[config.mk]
export PLATFORM = sky130hd
export DESIGN_NAME = mul_share_arbiter_flat
export DESIGN_NICKNAME = d
export VERILOG_FILES = /design/src/rtl/mul_share_arbiter_if.sv /design/src/rtl/mul_share_arbiter.sv /design/src/flat_wrapper.sv
export SDC_FILE = /design/constraint.sdc
export NUM_CORES = 1
export LEC_CHECK = 0
export BUFFER_PORTS_ARGS = -buffer_cell sky130_fd_sc_hd__buf_4
export CORE_ASPECT_RATIO = 1.75
export CORE_MARGIN = 4
export CORE_UTILIZATION = 40
export CTS_CLUSTER_DIAMETER = 30
export CTS_CLUSTER_SIZE = 28
export DETAILED_ROUTE_END_ITERATION = 8
export PLACE_DENSITY = 0.68
export SLEW_MARGIN = 40
export SYNTH_ARGS = -nofsm -noshare
export SYNTH_HDL_FRONTEND = slang
export SYNTH_SLANG_ARGS = --single-unit
[constraint.sdc]
create_clock -name clk -period 4.11 [get_ports clk]
set_input_delay 0.411 -clock clk [delete_from_list [all_inputs] [get_ports clk]]
set_output_delay 0.411 -clock clk [all_outputs]
set_load 0.01 [all_outputs]
[src/rtl/mul_share_arbiter_if.sv]
// Request/response channels between the multiply users and the shared multiplier arbiter.
// The arbiter side uses the slave modport.
interface mul_share_arbiter_if #(
    parameter int NUM_REQ = 4,
    parameter int ID_W    = 2
);
    logic [NUM_REQ-1:0]    req_valid;
    logic [NUM_REQ-1:0]    req_ready;
    logic [NUM_REQ*32-1:0] req_src1;
    logic [NUM_REQ*32-1:0] req_src2;
    logic                  resp_valid;
    logic                  resp_ready;
    logic [ID_W-1:0]       resp_id;
    logic [31:0]           resp_data;

    modport slave (
        input  req_valid, req_src1, req_src2, resp_ready,
        output req_ready, resp_valid, resp_id, resp_data
    );

    modport master (
        output req_valid, req_src1, req_src2, resp_ready,
        input  req_ready, resp_valid, resp_id, resp_data
    );
endinterface

[src/rtl/mul_share_arbiter.sv]
// Round-robin sharing of one non-stalling pipelined multiplier among NUM_REQ requesters.
// A credit-managed result FIFO absorbs response backpressure so no result is ever dropped.
module mul_share_arbiter #(
    parameter int NUM_REQ     = 4,
    parameter int ID_W        = 2,
    parameter int MUL_LATENCY = 1,
    parameter int FIFO_DEPTH  = 4
) (
    input  logic                 clk,
    input  logic                 reset,
    mul_share_arbiter_if.slave   bus,
    output logic [31:0]          mul_src1,
    output logic [31:0]          mul_src2,
    input  logic [31:0]          mul_result,
    output logic                 busy
);
    localparam int CRED_W = $clog2(FIFO_DEPTH + 1);
    localparam int PTR_W  = (FIFO_DEPTH > 1) ? $clog2(FIFO_DEPTH) : 1;
    localparam int ENT_W  = ID_W + 32;

    logic [CRED_W-1:0] credits;
    logic [CRED_W-1:0] fifo_cnt;
    logic [ID_W-1:0]   rr_ptr;
    logic [ID_W-1:0]   grant_id;
    logic [ID_W-1:0]   scan_id;
    logic              grant_found;
    logic              accept;
    logic              push;
    logic              pop;
    logic [ID_W+4:0]   lane_base;
    logic [31:0]       sel_src1;
    logic [31:0]       sel_src2;

    logic [MUL_LATENCY:0] tag_v;
    logic [ID_W-1:0]      tag_id [MUL_LATENCY+1];

    logic [ENT_W-1:0] fifo_mem [FIFO_DEPTH];
    logic [PTR_W-1:0] wr_ptr;
    logic [PTR_W-1:0] rd_ptr;

    function automatic logic [PTR_W-1:0] ptr_inc(input logic [PTR_W-1:0] p);
        return (p == PTR_W'(FIFO_DEPTH - 1)) ? '0 : p + PTR_W'(1);
    endfunction

    // Scan upward from the round-robin pointer; the first valid requester wins.
    always_comb begin
        // NOTE: every always_comb output gets a default first so no path leaves it unassigned (no latch).
        grant_found = 1'b0;
        grant_id    = '0;
        scan_id     = '0;
        for (int k = 0; k < NUM_REQ; k++) begin
            scan_id = ID_W'((int'(rr_ptr) + k) % NUM_REQ);
            if (!grant_found && bus.req_valid[scan_id]) begin
                grant_found = 1'b1;
                grant_id    = scan_id;
            end
        end
    end

    // A credit stands for a guaranteed FIFO slot, so the non-stalling cell can never overflow it.
    assign accept        = grant_found && (credits != '0) && !reset;
    assign bus.req_ready = accept ? (NUM_REQ'(1) << grant_id) : '0;

    assign lane_base = {grant_id, 5'd0};
    assign sel_src1  = bus.req_src1[lane_base +: 32];
    assign sel_src2  = bus.req_src2[lane_base +: 32];

    assign push = tag_v[MUL_LATENCY];
    assign pop  = bus.resp_valid && bus.resp_ready;

    // NOTE: sequential state uses non-blocking assignments so every register samples pre-edge values.
    always_ff @(posedge clk or posedge reset) begin
        if (reset) begin
            mul_src1 <= '0;
            mul_src2 <= '0;
            tag_v    <= '0;
            for (int k = 0; k <= MUL_LATENCY; k++) tag_id[k] <= '0;
        end else begin
            tag_v[0] <= accept;
            if (accept) begin
                mul_src1  <= sel_src1;
                mul_src2  <= sel_src2;
                tag_id[0] <= grant_id;
            end
            for (int k = 1; k <= MUL_LATENCY; k++) begin
                tag_v[k]  <= tag_v[k-1];
                tag_id[k] <= tag_id[k-1];
            end
        end
    end

    always_ff @(posedge clk or posedge reset) begin
        if (reset) begin
            rr_ptr  <= '0;
            credits <= CRED_W'(FIFO_DEPTH);
        end else begin
            if (accept) begin
                rr_ptr <= (grant_id == ID_W'(NUM_REQ - 1)) ? '0 : grant_id + ID_W'(1);
            end
            case ({accept, pop})
                2'b10:   credits <= credits - CRED_W'(1);
                2'b01:   credits <= credits + CRED_W'(1);
                default: credits <= credits;
            endcase
        end
    end

    // NOTE: FIFO storage is not reset; only the pointers and count define which entries are live.
    always_ff @(posedge clk) begin
        if (push) fifo_mem[wr_ptr] <= {tag_id[MUL_LATENCY], mul_result};
    end

    always_ff @(posedge clk or posedge reset) begin
        if (reset) begin
            wr_ptr   <= '0;
            rd_ptr   <= '0;
            fifo_cnt <= '0;
        end else begin
            if (push) wr_ptr <= ptr_inc(wr_ptr);
            if (pop)  rd_ptr <= ptr_inc(rd_ptr);
            case ({push, pop})
                2'b10:   fifo_cnt <= fifo_cnt + CRED_W'(1);
                2'b01:   fifo_cnt <= fifo_cnt - CRED_W'(1);
                default: fifo_cnt <= fifo_cnt;
            endcase
        end
    end

    assign bus.resp_valid = (fifo_cnt != '0);

    always_comb begin
        bus.resp_id   = '0;
        bus.resp_data = '0;
        if (fifo_cnt != '0) {bus.resp_id, bus.resp_data} = fifo_mem[rd_ptr];
    end

    assign busy = (|tag_v) || (fifo_cnt != '0);

endmodule

[src/flat_wrapper.sv]
// flat-port wrapper written by rule: the top's interface ports become plain ports
module mul_share_arbiter_flat 
#(
    parameter int NUM_REQ     = 4,
    parameter int ID_W        = 2,
    parameter int MUL_LATENCY = 1,
    parameter int FIFO_DEPTH  = 4
)
  (clk, reset, mul_src1, mul_src2, mul_result, busy, bus_req_valid, bus_req_src1, bus_req_src2, bus_resp_ready, bus_req_ready, bus_resp_valid, bus_resp_id, bus_resp_data);
  mul_share_arbiter_if #(.NUM_REQ(NUM_REQ), .ID_W(ID_W)) bus_i ();
  input  logic clk;
  input  logic reset;
  output logic [31:0] mul_src1;
  output logic [31:0] mul_src2;
  input  logic [31:0] mul_result;
  output logic busy;
  input wire logic [$bits(bus_i.req_valid)-1:0] bus_req_valid;
  input wire logic [$bits(bus_i.req_src1)-1:0] bus_req_src1;
  input wire logic [$bits(bus_i.req_src2)-1:0] bus_req_src2;
  input wire logic [$bits(bus_i.resp_ready)-1:0] bus_resp_ready;
  output wire logic [$bits(bus_i.req_ready)-1:0] bus_req_ready;
  output wire logic [$bits(bus_i.resp_valid)-1:0] bus_resp_valid;
  output wire logic [$bits(bus_i.resp_id)-1:0] bus_resp_id;
  output wire logic [$bits(bus_i.resp_data)-1:0] bus_resp_data;
  assign bus_i.req_valid = bus_req_valid;
  assign bus_i.req_src1 = bus_req_src1;
  assign bus_i.req_src2 = bus_req_src2;
  assign bus_i.resp_ready = bus_resp_ready;
  assign bus_req_ready = bus_i.req_ready;
  assign bus_resp_valid = bus_i.resp_valid;
  assign bus_resp_id = bus_i.resp_id;
  assign bus_resp_data = bus_i.resp_data;
  mul_share_arbiter #(.NUM_REQ(NUM_REQ), .ID_W(ID_W), .MUL_LATENCY(MUL_LATENCY), .FIFO_DEPTH(FIFO_DEPTH)) u_core (.clk(clk), .reset(reset), .bus(bus_i), .mul_src1(mul_src1), .mul_src2(mul_src2), .mul_result(mul_result), .busy(busy));
endmodule
### Word-level counts from Yosys, hierarchy flattened

Memory sizes are Yosys's and may differ from the RTL's.
Index checks and enable logic that the tools add are counted.

| operators by class | value |
|---|---|
| add/subtract/negate cells | 10 |
| shifts and indexed selects | 3 |
| reduce and logical (&&, ||, !) cells | 16 |
| $lt $le $gt $ge | 4 |
| equality and inequality tests | 7 |
| muxes and demuxes | 26 |

Operators by type and width:

| cell | number |
|---|---|
| 128-bit by 8-bit indexed part select with 32-bit output | 2 |
| 32-bit two-way mux | 1 |
| 2-bit two-way mux | 8 |
| 2-bit by 3-bit < comparator with 1-bit output, second input constant | 4 |
| 3-bit one-hot mux with 2 select lines | 2 |
| 2-bit equality test, second input constant | 5 |
| 1-bit two-way mux | 10 |
| 2-bit by 1-bit adder with 2-bit output, second input constant | 4 |
| 1-bit binary-select mux with 2-bit select | 4 |
| 3-bit by 1-bit adder with 3-bit output, second input constant | 2 |
| 1-bit logical AND | 6 |
| 3-bit nonzero test | 2 |
| 3-bit by 1-bit subtractor with 3-bit output, second input constant | 2 |
| 2-bit adder, second input constant | 2 |
| 2-bit by 1-bit equality test with 1-bit output, second input constant | 2 |
| 1-bit zero test | 4 |
| 4-bit two-way mux | 1 |
| 2-bit nonzero test | 2 |
| 1-bit by 2-bit << shifter with 4-bit output, first input constant | 1 |
| 2-bit OR reduction | 1 |
| 1-bit logical OR | 1 |

| word-level totals | value |
|---|---|
| memories kept | 1 |
| flip-flop bits (word level) | 82 |
| RAM bits | 136 |

Memory list:

| memory | words | width | rd ports | clocked after Yosys merged registers in | wr ports | line | source |
|---|---|---|---|---|---|---|---|
| u_core.fifo_mem | 4 | 34 | 1 | 0 | 1 | mul_share_arbiter.sv:37 | `logic [ENT_W-1:0] fifo_mem [FIFO_DEPTH];` |

### Logic depth before layout (Yosys ltp)

| depth | value |
|---|---|
| depth in word-level cells | 16 |
| depth in mapped cells | 10 |
| gate-level depth less buffers | 9 |

### Worst setup path before layout

No wires, ideal clock.

| path | value |
|---|---|
| kind | input to register |
| start point | input port bus_req_valid[1] |
| end point | register u_core.credits[2] |
| arrival time | 2.342 ns |
| setup slack | 1.694 ns |
| setup time | 0.075 ns |
| required time | 4.035 ns |
| stages on the path | 10 |
| buffers on the path | 1 |
| path through | or2_1 > or3_4 > nand2_4 > buf_2 > ha_1 > inv_1 > fa_1 > xor2_1 > nor2_1 > xor2_1 |

| on the way | value |
|---|---|
| longest elaborated chain between the ends | 16 |

RTL lines:

| item | line | source |
|---|---|---|
| start: declaration | flat_wrapper.sv:17 | `input wire logic [$bits(bus_i.req_valid)-1:0] bus_req_valid;` |
| 1-bit binary-select mux with 2-bit select | mul_share_arbiter.sv:53 | `if (!grant_found && bus.req_valid[scan_id]) begin` |
| 1-bit two-way mux (implied by the code) | mul_share_arbiter.sv:53 |  |
| 1-bit two-way mux | mul_share_arbiter.sv:53 |  |
| 1-bit zero test | mul_share_arbiter.sv:53 |  |
| 1-bit logical AND | mul_share_arbiter.sv:53 |  |
| 1-bit two-way mux | mul_share_arbiter.sv:53 |  |
| 1-bit zero test | mul_share_arbiter.sv:53 |  |
| 1-bit logical AND | mul_share_arbiter.sv:53 |  |
| 1-bit two-way mux | mul_share_arbiter.sv:53 |  |
| 1-bit zero test | mul_share_arbiter.sv:53 |  |
| 1-bit logical AND | mul_share_arbiter.sv:53 |  |
| 1-bit two-way mux * | mul_share_arbiter.sv:53 |  |
| 1-bit logical AND * (2 in a row) | mul_share_arbiter.sv:61 | `assign accept = grant_found && (credits != '0) && !reset;` |
| 2-bit by 1-bit equality test with 1-bit output or 2-bit equality test (tied branches) | mul_share_arbiter.sv:100 | `case ({accept, pop})` |
| 3-bit one-hot mux with 2 select lines or 2-bit nonzero test (tied branches) | - |  |
| end signal: assignment | mul_share_arbiter.sv:101 | `2'b10: credits <= credits - CRED_W'(1);` |
| end signal: assignment | mul_share_arbiter.sv:102 | `2'b01: credits <= credits + CRED_W'(1);` |
| end signal: assignment | mul_share_arbiter.sv:103 | `default: credits <= credits;` |
| end: declaration | mul_share_arbiter.sv:21 | `logic [CRED_W-1:0] credits;` |

Mark *: on every way between the ends. The rest lies on a longest branch, timed or not. The select of a mux whose other input is x is not followed.
A chain may end at the register's enable or synchronous reset.

### Worst setup path in the final report

| path | value |
|---|---|
| start point | register u_core.rd_ptr[0] |
| end point | output port bus_resp_data[10] |

| on the way | value |
|---|---|
| longest elaborated chain between the ends | 2 |

RTL lines:

| item | line | source |
|---|---|---|
| start: declaration | mul_share_arbiter.sv:39 | `logic [PTR_W-1:0] rd_ptr;` |
| start signal: assignment | mul_share_arbiter.sv:120 | `if (pop) rd_ptr <= ptr_inc(rd_ptr);` |
| memory read 4 x 34 bit | - |  |
| 32-bit two-way mux | mul_share_arbiter.sv:134 | `if (fifo_cnt != '0) {bus.resp_id, bus.resp_data} = fifo_mem[rd_ptr];` |
| end: declaration | flat_wrapper.sv:24 | `output wire logic [$bits(bus_i.resp_data)-1:0] bus_resp_data;` |

No other way between the ends.

==> results_dict.tcl <==
set metrics [dict create \
    synth_area_leaders "edfxtp_1 (40%), dfrtp_1 (20%), mux2i_1 (13%)" \
    synth-edff-count 136 \
    cts_tree "yes" \
    synth_common_cells "edfxtp_1 (136), mux2i_1 (129), dfrtp_1 (81)" \
    worst_pin_slew_ns 0.744 \
    setup_viol 0 \
    drtAntennaViolNets 0 \
    crit_chain "buf_4, mux4_2, and2_1, buf_4" \
    fin_worst_skew_ns 0.0247 \
    area_growth_pct 39.5 \
    vias 7240 \
    die_w_um 129 \
    combPwrFrac 0.410 \
    dr.pass1.iters 4 \
    post-route-drc-count 0 \
    r2r_slack_ns 1.74 \
    grt-busiest-layer "met2" \
    power_frac_seq 0.347 \
    setup-tns-final_ns 0 \
    clock_path_buffers 3 \
    p_switching_mw 3.44 \
    slowest_stage "dfrtp_2" \
    synth_compound_area_frac 0.0724 \
    use_met2 0.365 \
    whs_ns 0.0598 \
    synthAdderAreaFrac 0.0172 \
    maxCapViolCount 0 \
    cts.htree.levels 1 \
    start_util 0.407 \
    cp-end-kind "output port" \
    row_count 77 \
    outcome "finished, final reports clean" \
    slew_violations 0 \
    synth.yosys.seq_area_share 0.595 \
    cts_root_buf "clkbuf_16" \
    p_sw_frac 0.345 \
    cts_sinks 218 \
    clkTransAtPathRegs_ns 0.06 \
    yosys.area.top_type "edfxtp_1" \
    clkPwrFrac 0.243 \
    arrival_ns 2.54 \
    synthMuxAreaShare 0.201 \
    power_density_nw_per_um2 692 \
    synthSimpleGateAreaFrac 0.0629 \
    grt_max_degree 67 \
    layout-drive-gt1-share 0.489 \
    cts_resized 0 \
    drt_iter0_drc 391 \
    post-route-period-util 0.718 \
    layout.nets 1372 \
    routed_wl_mm 31.3 \
    yosys.area_share.xor_xnor 0.00509 \
    synth_most_common_cell "edfxtp_1" \
    setup.worst_path.start_class "flip-flop" \
    core_area_um2 25300 \
    synth_top_family_by_area "multiplexers" \
    power_mw 9.97 \
    cpPeakStageDelay_ns 0.75 \
    grtUsageTotal 0.219 \
    grt_pass1_wl_mm 46.9 \
    worstSetupPathType "reg2out" \
    viasPerCell 5.16 \
    fin_util 0.568 \
    synth_ff_type "edfxtp_1" \
    layout_min_cycle_time_ns 2.95 \
    worst_path_most_repeated_cell "buf_4" \
    vdd_drop_max_v 0.000371 \
    synth_warnings 0 \
    die_area_um2 28500 \
    overflow 0 \
    grt_use_met1 0.275 \
    synthDistinctLibCells 43 \
    rsz0062_at_grt "no" \
    num-fill-cells 2119 \
    met3_usage 0.0565 \
    hold_viol 0 \
    hp-class "in2reg" \
    die_h_um 220 \
    synthCells 667 \
    wl_per_cell_um 22.3 \
    ys_ff_latch 218 \
    avgSynthCellArea_um2 15.5 \
    p_leak_nw 6.33 \
    syn_nets 975 \
    gp_congestion 0.872 \
    numCtsBuffers 30 \
    grt_pass1_vias 7870 \
    antenna_found_initial 1 \
    async_flop_share 0.376 \
    maxSlewHeadroom 0.504 \
    cp.required_ns 3.70 \
    path_max_fanout 20 \
    p_int_mw 6.53 \
    io-pin-count 399 \
    portBuffers 398 \
    netlist.area_leader.share 0.396 \
    max_freq_ghz 0.339 \
    syn_area_um2 10300 \
    dp_hpwl_mm 23.8 \
    clkLatencyLatePin_ns 0.55 \
]
[worst paths after layout]
kind,cells after the start,startpoint,end
min,1,mul_result[26],u_core.fifo_mem[1][26]$_DFFE_PP_
min reg2reg,0,u_core.tag_id[3]$_DFFE_PP0P_,u_core.tag_id[1]$_DFF_PP0_
min in group asynchronous,3,reset,u_core.tag_id[3]$_DFFE_PP0P_
max in group asynchronous,4,reset,u_core.mul_src1[23]$_DFFE_PP0P_
max reg2reg,6,u_core.rr_ptr[0]$_DFFE_PP0P_,u_core.mul_src1[23]$_DFFE_PP0P_
max,4,u_core.rd_ptr[0]$_DFFE_PP0P_,bus_resp_data[10]
[power groups by stage]
stage / Combinational [mW] / Clock, mW / Sequential, mW
3_3_place_gp: 4.11 / 0 / 3.48
3_5_place_dp: 4.14 / 0 / 3.51
4_1_cts: 4.15 / 2.47 / 3.48
2_1_floorplan: 2.51 / 0 / 3.44
6_report: 4.09 / 2.42 / 3.46
5_1_grt: 4.43 / 2.58 / 3.55
[per-layer routing]
metal	routed length, um	up-vias
met4	1100	0
met3	2750	45
met5	0	-
met2	15800	332
li1	-	3383
met1	11700	3480
[state kept, by name, indices dropped and copies added, names as in the netlist]
signal and count:
u_core.fifo_mem 136, u_core.mul_src1 32, u_core.mul_src2 32, u_core.tag_id 4
u_core.credits 3, u_core.fifo_cnt 3, u_core.rd_ptr 2, u_core.rr_ptr 2
u_core.tag_v 2, u_core.wr_ptr 2
[final cells by class]
class | instances | area [um2] | share of cell area
Clock inverter | 24 | 205 | 0.0142
Timing Repair Buffer | 412 | 3120 | 0.217
Tap cell | 316 | 395 | 0.0275
Inverter | 12 | 52.6 | 0.00365
Sequential cell | 218 | 6140 | 0.426
Clock buffer | 30 | 751 | 0.0521
Multi-Input combinational cell | 390 | 3730 | 0.259
Antenna cell | 1 | 2.50 | 0.000174
[metrics by stage]
stage | instance area, um2 | instances | worst slack [ns]
after floorplan | 10300 | 667 | 1.59
after global placement | 13400 | 1347 | 1.63
after detailed placement | 13400 | 1347 | 1.57
after CTS | 14400 | 1402 | 1.04
after global routing | 14400 | 1403 | 0.939
final | 14400 | 1403 | 1.16
[timing repair]
action	CTS	global route
hold buffers	1	0
endpoints found under the hold margin	44	0
setup buffers	0	0
[worst max-delay path, delay by kind of cell (launching register included)]
kind	cells	cell delay [ns]
DFF	1	0.75
and+or+nand+nor	1	0.18
muxes	1	0.53
buffers and inverters	2	0.53
[logic make-up (layout without fill, tap and decap cells)]
kind of cell | count (synthesis) | after routing
buf+inv | 59 | 478
xor+xnor | 6 | 6
compound gates | 74 | 74
simple gates | 132 | 132
other cells | 0 | 1
fa+ha+maj | 13 | 13
mux | 165 | 165
flops | 218 | 218
[placed cells by master (no fill, tap or decap), drive strengths merged, types with 2 or more instances in the layout]
master | netlist | final
and2 | 38 | 38
or3 | 4 | 4
ha | 11 | 11
o221ai | 64 | 64
clkinvlp | 0 | 3
xor2 | 4 | 4
nor2b | 3 | 3
xnor2 | 2 | 2
mux2 | 2 | 2
mux2i | 129 | 129
clkbuf | 11 | 30
clkinv | 0 | 13
nor2 | 6 | 6
nor3 | 2 | 2
dfrtp | 81 | 81
fa | 2 | 2
inv | 12 | 19
and3 | 4 | 4
nand2 | 73 | 73
buf | 36 | 411
o21ai | 4 | 4
edfxtp | 136 | 136
mux4 | 34 | 34
Power figures use the tool's default switching activity.
